===== config.mk =====
export PLATFORM = sky130hd
export DESIGN_NAME = signed_mac_accumulator
export DESIGN_NICKNAME = d
export VERILOG_FILES = /design/src/rtl/fast_arith_pkg.sv /design/src/rtl/signed_mac_accumulator_sat_adder.sv /design/src/rtl/signed_mac_accumulator.sv
export SDC_FILE = /design/constraint.sdc
export NUM_CORES = 1
export LEC_CHECK = 0
export BUFFER_PORTS_ARGS = -buffer_cell sky130_fd_sc_hd__buf_2
export CAP_MARGIN = 30
export CORE_UTILIZATION = 52
export CTS_CLUSTER_DIAMETER = 40
export DETAILED_ROUTE_END_ITERATION = 8
export HOLD_SLACK_MARGIN = 0.03
export PLACE_DENSITY = 0.74
export REMOVE_ABC_BUFFERS = 1
export SYNTH_ARGS = -nofsm -noshare
export SYNTH_HDL_FRONTEND = slang
export SYNTH_SLANG_ARGS = --single-unit
export TNS_END_PERCENT = 100

===== constraint.sdc =====
create_clock -name iClk -period 7.1 [get_ports iClk]
set_clock_uncertainty 0.1 [all_clocks]
set_input_delay 1.42 -clock iClk [delete_from_list [all_inputs] [get_ports iClk]]
set_output_delay 1.42 -clock iClk [all_outputs]
set_load 0.05 [all_outputs]

===== src/rtl/fast_arith_pkg.sv =====
// fast_arith_pkg: shared types and width helpers for the FastArithmetic MAC datapath.
package fast_arith_pkg;
  typedef enum logic {ACCUM, DONE} state_t;
  // Helpers work on 64-bit values so each instance can truncate to its own widths.
  function automatic logic [63:0] sext(input logic [63:0] v, input int w);
    return 64'($signed(v << (64 - w)) >>> (64 - w));
  endfunction
  function automatic logic [63:0] sat_max(input int w);
    return (64'(1) << (w - 1)) - 64'(1);
  endfunction
  function automatic logic [63:0] sat_min(input int w);
    return ~sat_max(w);
  endfunction
  function automatic int cnt_w(input int n);
    return $clog2(n + 1);
  endfunction
endpackage


===== src/rtl/signed_mac_accumulator_sat_adder.sv =====
// sat_adder: combinational signed adder with overflow flag; SIGNED_MAC_SATURATE_EN clamps on overflow.
module sat_adder import fast_arith_pkg::*; #(
  parameter int W = 24
) (
  input  logic [W-1:0] a,
  input  logic [W-1:0] b,
  output logic [W-1:0] sum,
  output logic         ovf
);
  localparam logic [W-1:0] SAT_MAX = W'(sat_max(W));
  localparam logic [W-1:0] SAT_MIN = W'(sat_min(W));
  logic [W-1:0] raw;
  assign raw = a + b;
  assign ovf = (a[W-1] == b[W-1]) && (raw[W-1] != a[W-1]);
`ifdef SIGNED_MAC_SATURATE_EN
  assign sum = ovf ? (a[W-1] ? SAT_MIN : SAT_MAX) : raw;
`else
  assign sum = raw;
`endif
endmodule


===== src/rtl/signed_mac_accumulator.sv =====
// signed_mac_accumulator: sums BLOCK_LEN signed products per result over valid/ready ports.
// SIGNED_MAC_SATURATE_EN selects saturating instead of wrapping accumulation.
module signed_mac_accumulator import fast_arith_pkg::*; #(
  parameter int INPUT_LENGTH = 16,
  parameter int ACC_LENGTH   = 24,
  parameter int BLOCK_LEN    = 4
) (
  input  logic                    iClk,
  input  logic                    iRstN,
  input  logic [INPUT_LENGTH-1:0] iProd,
  input  logic                    iValid,
  output logic                    oReady,
  input  logic                    iClear,
  output logic [ACC_LENGTH-1:0]   oAcc,
  output logic                    oValid,
  input  logic                    iReady,
  output logic                    oOverflow
);
  localparam int CW = cnt_w(BLOCK_LEN);
  state_t                state;
  logic [ACC_LENGTH-1:0] acc, sum, prod_ext;
  logic [CW-1:0]         cnt;
  logic                  sticky, ovf, last;
  assign prod_ext = ACC_LENGTH'(sext(64'(iProd), INPUT_LENGTH));
  assign oReady   = state == ACCUM;
  assign last     = cnt == CW'(BLOCK_LEN - 1);
  sat_adder #(.W(ACC_LENGTH)) u_add (.a(acc), .b(prod_ext), .sum(sum), .ovf(ovf));
  always_ff @(posedge iClk or negedge iRstN) begin
    if (!iRstN) begin
      state     <= ACCUM;
      acc       <= '0;
      cnt       <= '0;
      sticky    <= 1'b0;
      oAcc      <= '0;
      oValid    <= 1'b0;
      oOverflow <= 1'b0;
    end else if (iClear) begin
      state  <= ACCUM;
      acc    <= '0;
      cnt    <= '0;
      sticky <= 1'b0;
      oValid <= 1'b0;
    end else if (state == ACCUM && iValid) begin
      if (last) begin
        state     <= DONE;
        oAcc      <= sum;
        oOverflow <= sticky | ovf;
        oValid    <= 1'b1;
        acc       <= '0;
        cnt       <= '0;
        sticky    <= 1'b0;
      end else begin
        acc    <= sum;
        cnt    <= cnt + CW'(1);
        sticky <= sticky | ovf;
      end
    end else if (state == DONE && iReady) begin
      state  <= ACCUM;
      oValid <= 1'b0;
    end
  end
endmodule

==> flow_metrics.env, run 1 <==
export IMPL_status="finished clean"
export IMPL_hold_class="reg2reg"
export IMPL_critPathLaunchType="input pin"
export IMPL_ctsResizeCount=0
export IMPL_cpLargestDelayFamily="compound AO/OA/AOI/OAI gates"
export IMPL_cts_hold_fix_buffers=0
export IMPL_preCtsSetupSlack_ns=3.10
export IMPL_p_sw_frac=0.418
export IMPL_worstSetupPathType="in2reg"
export IMPL_grt_max_degree=55
export IMPL_remaining_drc_errors=0
export IMPL_worst_slew_margin_rel=0.317
export IMPL_drive_gt1_frac=0.275
export IMPL_drt_total_wl_microns=6880
export IMPL_worst_pin_slew_ns=1.02
export IMPL_cpPeakStageDelay_ns=0.39
export IMPL_track_usage=0.223
export IMPL_setup_viol=0
export IMPL_rsz0062_at_grt="false"
export IMPL_worstRegToRegCells=10
export IMPL_worstSetupEndpointType="flop"
export IMPL_multiInputGateArea_sq_um=1870
export IMPL_cp_arrival_ns=3.78
export IMPL_cp_cell_sequence="buf_2 -> ha_1 -> inv_1 -> fa_1 -> and2b_1 -> o2111ai_2 -> a21boi_2 -> a21oi_2 -> o41ai_2 -> xor2_1 -> mux2_2"
export IMPL_period_share=0.517
export IMPL_grt_pass1_vias=2387
export IMPL_power_internal_mw=0.623
export IMPL_synth_ff_type="dfrtp_1"
export IMPL_max_freq_mhz=272
export IMPL_fin_nets=398
export IMPL_max_cap_viol_count=0
export IMPL_num_rows=28
export IMPL_setup_ws_ns=3.43
export IMPL_required_ns=7.21
export IMPL_die_w_microns=81.7
export IMPL_vias_per_cell=5.94
export IMPL_syn_cell_area_sq_um=3300
export IMPL_power_share_combinational=0.453
export IMPL_cts_buffers=5
export IMPL_synth_area_per_cell_sq_um=10.8
export IMPL_wl_per_cell_microns=16.1
export IMPL_path_depth=11
export IMPL_cts_setup_buffers=0
export IMPL_fp_coreArea_sq_um=6030
export IMPL_antenna_found_initial=0
export IMPL_seq_area_frac_synth=0.409
export IMPL_powerDensity_nw_per_um2=289
export IMPL_async_flop_share=1.00
export IMPL_ios=48
export IMPL_cts_sinks=54
export IMPL_cts_tree="built"
export IMPL_area_growth_pct=12.1
export IMPL_clock_path_buffers=2
export IMPL_synth_edf_count=0
export IMPL_fin_setup_tns_ns=0
export IMPL_drtPass1Iterations=5
export IMPL_final_common_cell="dfrtp_1"
export IMPL_die_h_microns=81.7
export IMPL_crit_fanout=5
export IMPL_h_tree_depth=2
export IMPL_ys_ff_latch=54
export IMPL_fin_crit_ns=3.67
export IMPL_pwr_share_seq=0.368
export IMPL_ant_nets=0
export IMPL_synth_cell_types=53
export IMPL_clock_latency_ns=0.31
export IMPL_finalHoldViolations=0
export IMPL_register_area_sq_um=1350
export IMPL_p_switching_mw=0.448
export IMPL_peakVddDrop_mv=0.160
export IMPL_grt_overflow_total=0
export IMPL_grt_pass1_wl_microns=11300
export IMPL_cts_root_buf="clkbuf_8"
export IMPL_p_clk_frac=0.178
export IMPL_dieArea_sq_um=6670
export IMPL_synth_cells=307
export IMPL_path_clk_slew_ns=0.10
export IMPL_place_hpwl_microns=4840
export IMPL_p_leak_nw=1.88
export IMPL_port_buffer_count=47
export IMPL_yosys_warnings=0
export IMPL_nFillCells=528
export IMPL_antenna_cells=0
export IMPL_cp_slowest_cell="o41ai_2"
export IMPL_gp_congestion=0.891
export IMPL_vias=2542
export IMPL_layout_common_cells="dfrtp_1, buf_2, nand2_1"
export IMPL_start_util=0.548
export IMPL_cp_buffers_inverters=2
export IMPL_finalMaxSlewViolations=0
export IMPL_holdPathStages=2
export IMPL_initialDrtViolationCount=110
## synth_stat cells, types with 2 or more instances
cell	n	area share
dfrtp_1	54	0.41
nand2_1	27	0.031
ha_1	24	0.091
a22o_1	22	0.058
mux2_2	21	0.072
a21oi_1	20	0.030
o21ai_0	13	0.020
nor2_1	12	0.014
xnor2_1	12	0.032
xor2_1	8	0.021
inv_1	7	0.0080
a21o_1	6	0.014
clkbuf_1	6	0.0068
o31ai_1	6	0.014
o21a_1	5	0.011
o21ai_1	5	0.0076
a21oi_2	4	0.011
nand3_1	4	0.0061
nor2b_1	4	0.0076
a211oi_1	3	0.0068
a31oi_1	3	0.0057
nand4_1	3	0.0057
and3_1	2	0.0038
and3_4	2	0.0068
buf_2	2	0.0030
buf_6	2	0.0068
nand2b_1	2	0.0038
o21bai_1	2	0.0045
or3_1	2	0.0038
## sequential cells by signal, indices dropped and copies added, names as in the netlist
register,count
oOverflow,1
sticky,1
acc,24
oAcc,24
cnt,3
state,1
## stage by stage
| stage | hold WS (ns) | util | instances | power, mW | cell area (sq um) |
|---|---|---|---|---|---|
| after floorplan | 0.354 | - | 295 | 0.776 | 3240 |
| after global placement | 0.361 | 0.597 | 420 | 0.875 | 3600 |
| after detailed placement | 0.365 | 0.597 | 420 | 0.884 | 3600 |
| after CTS | 0.388 | 0.615 | 428 | 1.08 | 3700 |
| after global routing | 0.413 | 0.615 | 428 | 1.14 | 3700 |
| final | 0.381 | 0.615 | 428 | 1.07 | 3700 |
## logic make-up (layout without fill, tap and decap cells)
logic type	after synthesis	after routing	synth area share
buf+inv	19	65	0.0284
mux	21	21	0.0716
simple gates	65	65	0.0989
compound gates	102	102	0.235
xor+xnor	21	21	0.0598
fa+ha+maj	25	25	0.0970
flops	54	54	0.409
## final timing paths
| check | startpoint | endpoint | slack [ns] |
|---|---|---|---|
| max | iProd[0] | oAcc[20] | 3.43 |
| min | oAcc[1] | oAcc[1] | 0.38 |
| max reg2reg | acc[0] | oAcc[20] | 4.26 |
| min reg2reg | oAcc[1] | oAcc[1] | 0.38 |
| max in group asynchronous | iRstN | oAcc[23] | 5.33 |
| min in group asynchronous | iRstN | oAcc[3] | 1.13 |
## tightest hold or removal path: stages, from the launching register on
cell and delay, ns:
dfrtp_1 0.35, nand2_1 0.04, o21ai_0 0.06
## area by class of cell
class | instances | share of cell area
clock inverters | 1 | 0.00236
multi-input cells | 234 | 0.505
repair buffers | 50 | 0.0696
well taps | 75 | 0.0253
flip-flops and latches | 54 | 0.365
inverters | 7 | 0.00709
clock buffers | 7 | 0.0260
## per-layer routing
| metal | track usage | routed length [microns] | vias up |
|---|---|---|---|
| met5 | 0 | 0 | - |
| met4 | 0.0684 | 89 | 0 |
| met3 | 0.0378 | 313 | 10 |
| met2 | 0.363 | 3160 | 73 |
| met1 | 0.304 | 3320 | 1221 |
| li1 | - | - | 1238 |
## power by group through the flow
stage / logic [mW] / clock network (mW) / registers, mW
CTS: 0.485 / 0.199 / 0.395
global placement: 0.475 / 0 / 0.400
detailed placement: 0.483 / 0 / 0.401
global route: 0.524 / 0.209 / 0.403
finish: 0.485 / 0.191 / 0.395
floorplan: 0.257 / 0 / 0.519
No activity file was read; power rests on OpenSTA's default activity.
==> inputs of run 2 (changes only) <==
- PLACE_DENSITY: 0.74 -> 0.77
- clock period: 7.1 -> 3.1 ns (I/O delays scaled with it)
==> run 2 against run 1 <==
Sequential share of layout area shrank 0.50 points. Global-route usage grew 1.1 points. Utilization rose by 0.85 points. Hold slack lost 0.20 ns. Routed wire length grew 0.23%. Clock-buffer cell count decreased by 2. Clock power grew 110%. Sequential cell count unchanged.
==> flow_metrics.env, run 2 (synthesis results as in run 1) <==
export IMPL_status="finished clean"
export IMPL_final_common_cell="dfrtp_1"
export IMPL_worstRegToRegCells=10
export IMPL_max_cap_viol_count=0
export IMPL_vias_per_cell=5.82
export IMPL_remaining_drc_errors=0
export IMPL_holdWs_ns=0.177
export IMPL_fin_area_sq_um=3750
export IMPL_finalMaxSlewViolations=0
export IMPL_cpPeakStageDelay_ns=0.39
export IMPL_nFillCells=523
export IMPL_p_leak_nw=1.92
export IMPL_regToRegEndpoint="oAcc[20]"
export IMPL_drt_total_wl_microns=6900
export IMPL_peakVddDrop_mv=0.380
export IMPL_crit_fanout=3
export IMPL_path_clk_slew_ns=0.10
export IMPL_critPathLaunchType="input pin"
export IMPL_cts_root_buf="clkbuf_8"
export IMPL_cts_tree="built"
export IMPL_vias=2539
export IMPL_ant_nets=0
export IMPL_drtPass1Iterations=4
export IMPL_worst_slew_margin_rel=0.624
export IMPL_cts_hold_fix_buffers=0
export IMPL_cp_arrival_ns=2.83
export IMPL_initialDrtViolationCount=88
export IMPL_cts_buffers=5
export IMPL_dieArea_sq_um=6670
export IMPL_max_freq_mhz=367
export IMPL_grt_overflow_total=0
export IMPL_fin_setup_tns_ns=0
export IMPL_preCtsSetupSlack_ns=0.0558
export IMPL_largestRegisters="acc: 24 flops, oAcc: 24 flops, cnt: 3 flops"
export IMPL_die_h_microns=81.7
export IMPL_num_rows=28
export IMPL_grt_max_degree=30
export IMPL_area_growth_pct=13.7
export IMPL_cp_cell_sequence="buf_2 -> ha_1 -> inv_1 -> fa_1 -> and2b_1 -> o2111ai_2 -> a21boi_2 -> a21oi_2 -> o41ai_2 -> xor2_1 -> mux2_2"
export IMPL_antenna_found_initial=0
export IMPL_required_ns=3.20
export IMPL_cp_slowest_cell="fa_1"
export IMPL_place_hpwl_microns=4980
export IMPL_worst_pin_slew_ns=0.564
export IMPL_rsz0062_at_grt="false"
export IMPL_finalHoldViolations=0
export IMPL_clock_latency_ns=0.32
export IMPL_placed_cell_area_sq_um=3660
export IMPL_ios=48
export IMPL_die_w_microns=81.7
export IMPL_cpLargestDelayFamily="compound AO/OA/AOI/OAI gates"
export IMPL_track_usage=0.234
export IMPL_layout_common_cells="dfrtp_1, buf_2, nand2_1"
export IMPL_worstSetupEndpointType="flop"
export IMPL_clock_path_buffers=2
export IMPL_powerDensity_nw_per_um2=649
export IMPL_drive_gt1_frac=0.291
export IMPL_port_buffer_count=47
export IMPL_power_total_mw=2.44
export IMPL_start_util=0.548
export IMPL_cts_sinks=54
export IMPL_grt_pass1_vias=2494
export IMPL_cts_setup_buffers=0
export IMPL_gp_congestion=0.873
export IMPL_period_share=0.879
export IMPL_r2r_setup_slack_ns=0.38
export IMPL_fin_crit_ns=2.72
export IMPL_cp_buffers_inverters=2
export IMPL_grt_pass1_wl_microns=11800
export IMPL_setup_ws_ns=0.376
export IMPL_h_tree_depth=2
export IMPL_fin_nets=406
export IMPL_setup_viol=0
export IMPL_hold_class="in2async"
export IMPL_wl_per_cell_microns=15.8
export IMPL_worstSetupPathType="in2reg"
export IMPL_ctsResizeCount=0
export IMPL_antenna_cells=0
export IMPL_fp_coreArea_sq_um=6030
export IMPL_timing_rr_start="acc[0]"
[run 2: cell count changes in the layout (fill, tap and decap cells not counted)]
cell and delta:
nor3_4 -1, buf_12 +1, clkinv_2 +1, clkbuf_8 -2, nor3_2 +1, clkinvlp_4 +1, buf_4 +7
[run 2: worst register-to-register path, delay by kind of cell (launching register included)]
kind	cells	cell delay, ns
flip-flops	1	0.37
adder cells (fa/ha/maj)	2	0.56
multiplexers	1	0.28
XOR/XNOR	1	0.13
AND/OR/NAND/NOR	1	0.24
AO/OA/AOI/OAI	4	0.88
buffers and inverters	1	0.05
[run 2: metal layers]
layer  vias up  global-route usage  share of wire
li1       1253                   -              -
met1      1223               0.329           0.49
met2        54               0.373           0.45
met3         9              0.0400          0.041
met4         0              0.0632          0.013
met5         -                   0              0
[run 2: worst max path at each step]
stage                     cells after the start  slack [ns]      from        to
after floorplan                               6        0.13     state   acc[23]
after global placement                       11        0.08  iProd[0]  oAcc[20]
after detailed placement                     11        0.06  iProd[0]  oAcc[20]
after CTS                                    10        0.35    acc[0]  oAcc[20]
after global routing                         10        0.17    acc[0]  oAcc[22]
final                                        11        0.38  iProd[0]  oAcc[20]
[run 2: per-stage QoR]
step	instances	util
final	436	0.623
after global routing	436	0.623
after CTS	436	0.623
after detailed placement	428	0.608
after global placement	428	0.608
after floorplan	295	-
[run 2: cell type report]
type | instances | area (sq um) | share of cell area
Clock buffer | 5 | 68.8 | 0.0183
Clock inverter | 3 | 21.3 | 0.00566
Inverter | 7 | 26.3 | 0.00700
Multi-Input combinational cell | 234 | 1860 | 0.496
Sequential cell | 54 | 1350 | 0.360
Tap cell | 75 | 93.8 | 0.0250
Timing Repair Buffer | 58 | 330 | 0.0880
[run 2: report_power, final]
group          internal, mW  switching (mW)
clock network         0.159           0.236
logic                 0.403           0.732
registers             0.835          0.0691
total                  1.40            1.04
==> inputs of run 3 (changes only) <==
- CORE_MARGIN: unset -> 2
- RECOVER_POWER: unset -> 25
==> run 3 against run 2 <==
The flow now finishes with violations (capacitance limit, slew limit). Register-to-register slack worse by 0.04 ns. Sequential cell count stayed put. Clock-buffer cell count stayed put. Sequential share of layout area is 0.084 points higher.
==> flow_metrics.env, run 3 (synthesis results as in run 1) <==
export IMPL_track_usage=0.215
export IMPL_nFillCells=548
export IMPL_cp_cell_sequence="buf_2 -> ha_1 -> inv_1 -> fa_1 -> and2b_1 -> o2111ai_2 -> a21boi_2 -> a21oi_2 -> o41ai_2 -> xor2_1 -> mux2_2"
export IMPL_clock_path_buffers=2
export IMPL_worstSetupEndpointType="flop"
export IMPL_cts_hold_fix_buffers=0
export IMPL_worst_slew_margin_rel=-0.135
export IMPL_finalHoldViolations=0
export IMPL_cp_slowest_cell="fa_1"
export IMPL_grt_max_degree=34
export IMPL_remaining_drc_errors=0
export IMPL_antenna_cells=0
export IMPL_grt_pass1_vias=2601
export IMPL_worst_pin_slew_ns=1.70
export IMPL_num_rows=29
export IMPL_setup_viol=0
export IMPL_hold_start="iReady"
export IMPL_critPathLaunchType="input pin"
export IMPL_cp_arrival_ns=2.87
export IMPL_drive_gt1_frac=0.283
export IMPL_vias=2599
export IMPL_initialDrtViolationCount=138
export IMPL_area_growth_pct=13.4
export IMPL_fin_cells=437
export IMPL_fp_coreArea_sq_um=6240
export IMPL_required_ns=3.20
export IMPL_critPathLaunch="iProd[0]"
export IMPL_fin_crit_ns=2.77
export IMPL_violations="capacitance limit, slew limit"
export IMPL_place_hpwl_microns=5280
export IMPL_cpPeakStageDelay_ns=0.39
export IMPL_cts_buffers=5
export IMPL_grt_pass1_wl_microns=12300
export IMPL_worstSetupPathType="in2reg"
export IMPL_hold_class="in2reg"
export IMPL_cts_tree="built"
export IMPL_timing_rr_start="acc[0]"
export IMPL_placed_cell_area_sq_um=3670
export IMPL_cpLargestDelayFamily="compound AO/OA/AOI/OAI gates"
export IMPL_dieArea_sq_um=7010
export IMPL_vias_per_cell=5.95
export IMPL_cts_root_buf="clkbuf_8"
export IMPL_max_cap_viol_count=1
export IMPL_cts_sinks=54
export IMPL_finalMaxSlewViolations=34
export IMPL_grt_overflow_total=0
export IMPL_max_freq_mhz=361
export IMPL_fin_setup_tns_ns=0
export IMPL_die_h_microns=83.7
export IMPL_clock_latency_ns=0.31
export IMPL_period_share=0.894
export IMPL_peakVddDrop_mv=0.419
export IMPL_gp_congestion=0.815
export IMPL_start_util=0.529
export IMPL_final_common_cell="dfrtp_1"
export IMPL_fin_nets=406
export IMPL_cts_setup_buffers=0
export IMPL_drt_total_wl_microns=7160
export IMPL_h_tree_depth=2
export IMPL_fin_area_sq_um=3750
export IMPL_placed_cells=430
export IMPL_largestRegisters="acc: 24 flops, oAcc: 24 flops, cnt: 3 flops"
export IMPL_wl_per_cell_microns=16.4
export IMPL_ant_nets=0
export IMPL_cp_buffers_inverters=2
export IMPL_powerDensity_nw_per_um2=649
export IMPL_ctsResizeCount=0
export IMPL_p_leak_nw=1.90
export IMPL_status="finished, violations left"
export IMPL_rsz0062_at_grt="false"
export IMPL_die_w_microns=83.7
export IMPL_port_buffer_count=47
export IMPL_ios=48
export IMPL_antenna_found_initial=0
export IMPL_crit_fanout=3
export IMPL_layout_common_cells="dfrtp_1, buf_2, nand2_1"
export IMPL_drtPass1Iterations=4
export IMPL_path_clk_slew_ns=0.10
export IMPL_power_total_mw=2.43
-- run 3: cell count changes in the layout (fill, tap and decap cells not counted) --
| cell | delta |
|---|---|
| clkinv_4 | -1 |
| clkinvlp_4 | +1 |
| clkbuf_1 | +2 |
| buf_4 | -1 |
| buf_2 | -1 |
| clkinv_2 | -1 |
-- run 3: metrics by stage --
| stage | utilization | setup WS, ns | hold WS, ns |
|---|---|---|---|
| finish | 0.600 | 0.329 | 0.368 |
| global route | 0.600 | 0.149 | 0.378 |
| CTS | 0.601 | 0.312 | 0.277 |
| detailed placement | 0.588 | -0.00392 | 0.375 |
| global placement | 0.588 | 0.0642 | 0.358 |
| floorplan | - | 0.135 | 0.224 |
-- run 3: area by class of cell --
cell class / instances / area [sq um] / share of cell area
multi-input combinational: 234 / 1860 / 0.497
sequential: 54 / 1350 / 0.361
timing repair buffer: 58 / 325 / 0.0868
tap: 77 / 96.3 / 0.0257
clock buffer: 5 / 68.8 / 0.0184
inverter: 7 / 26.3 / 0.00701
clock inverter: 2 / 15.0 / 0.00401
-- run 3: where the power goes --
part,switching (mW),internal [mW]
clock,0.241,0.155
sequential,0.0727,0.835
combinational,0.727,0.401
total,1.04,1.39
-- run 3: final timing paths --
path | endpoint | slack, ns | depth (start not counted)
worst max-delay path | oAcc[20] | 0.33 | 11
worst min register to register | oAcc[1] | 0.39 | 2
worst min-delay path | state | 0.37 | 2
worst max register to register | oAcc[20] | 0.34 | 10
max in group asynchronous | acc[12] | 1.05 | 2
min in group asynchronous | oAcc[2] | 0.63 | 1
-- run 3: routing by layer --
metal	routed length [microns]	track usage	vias up
met5	0	0	-
met4	104	0.0557	0
met3	365	0.0435	10
met2	3360	0.346	71
met1	3330	0.297	1273
li1	-	-	1245
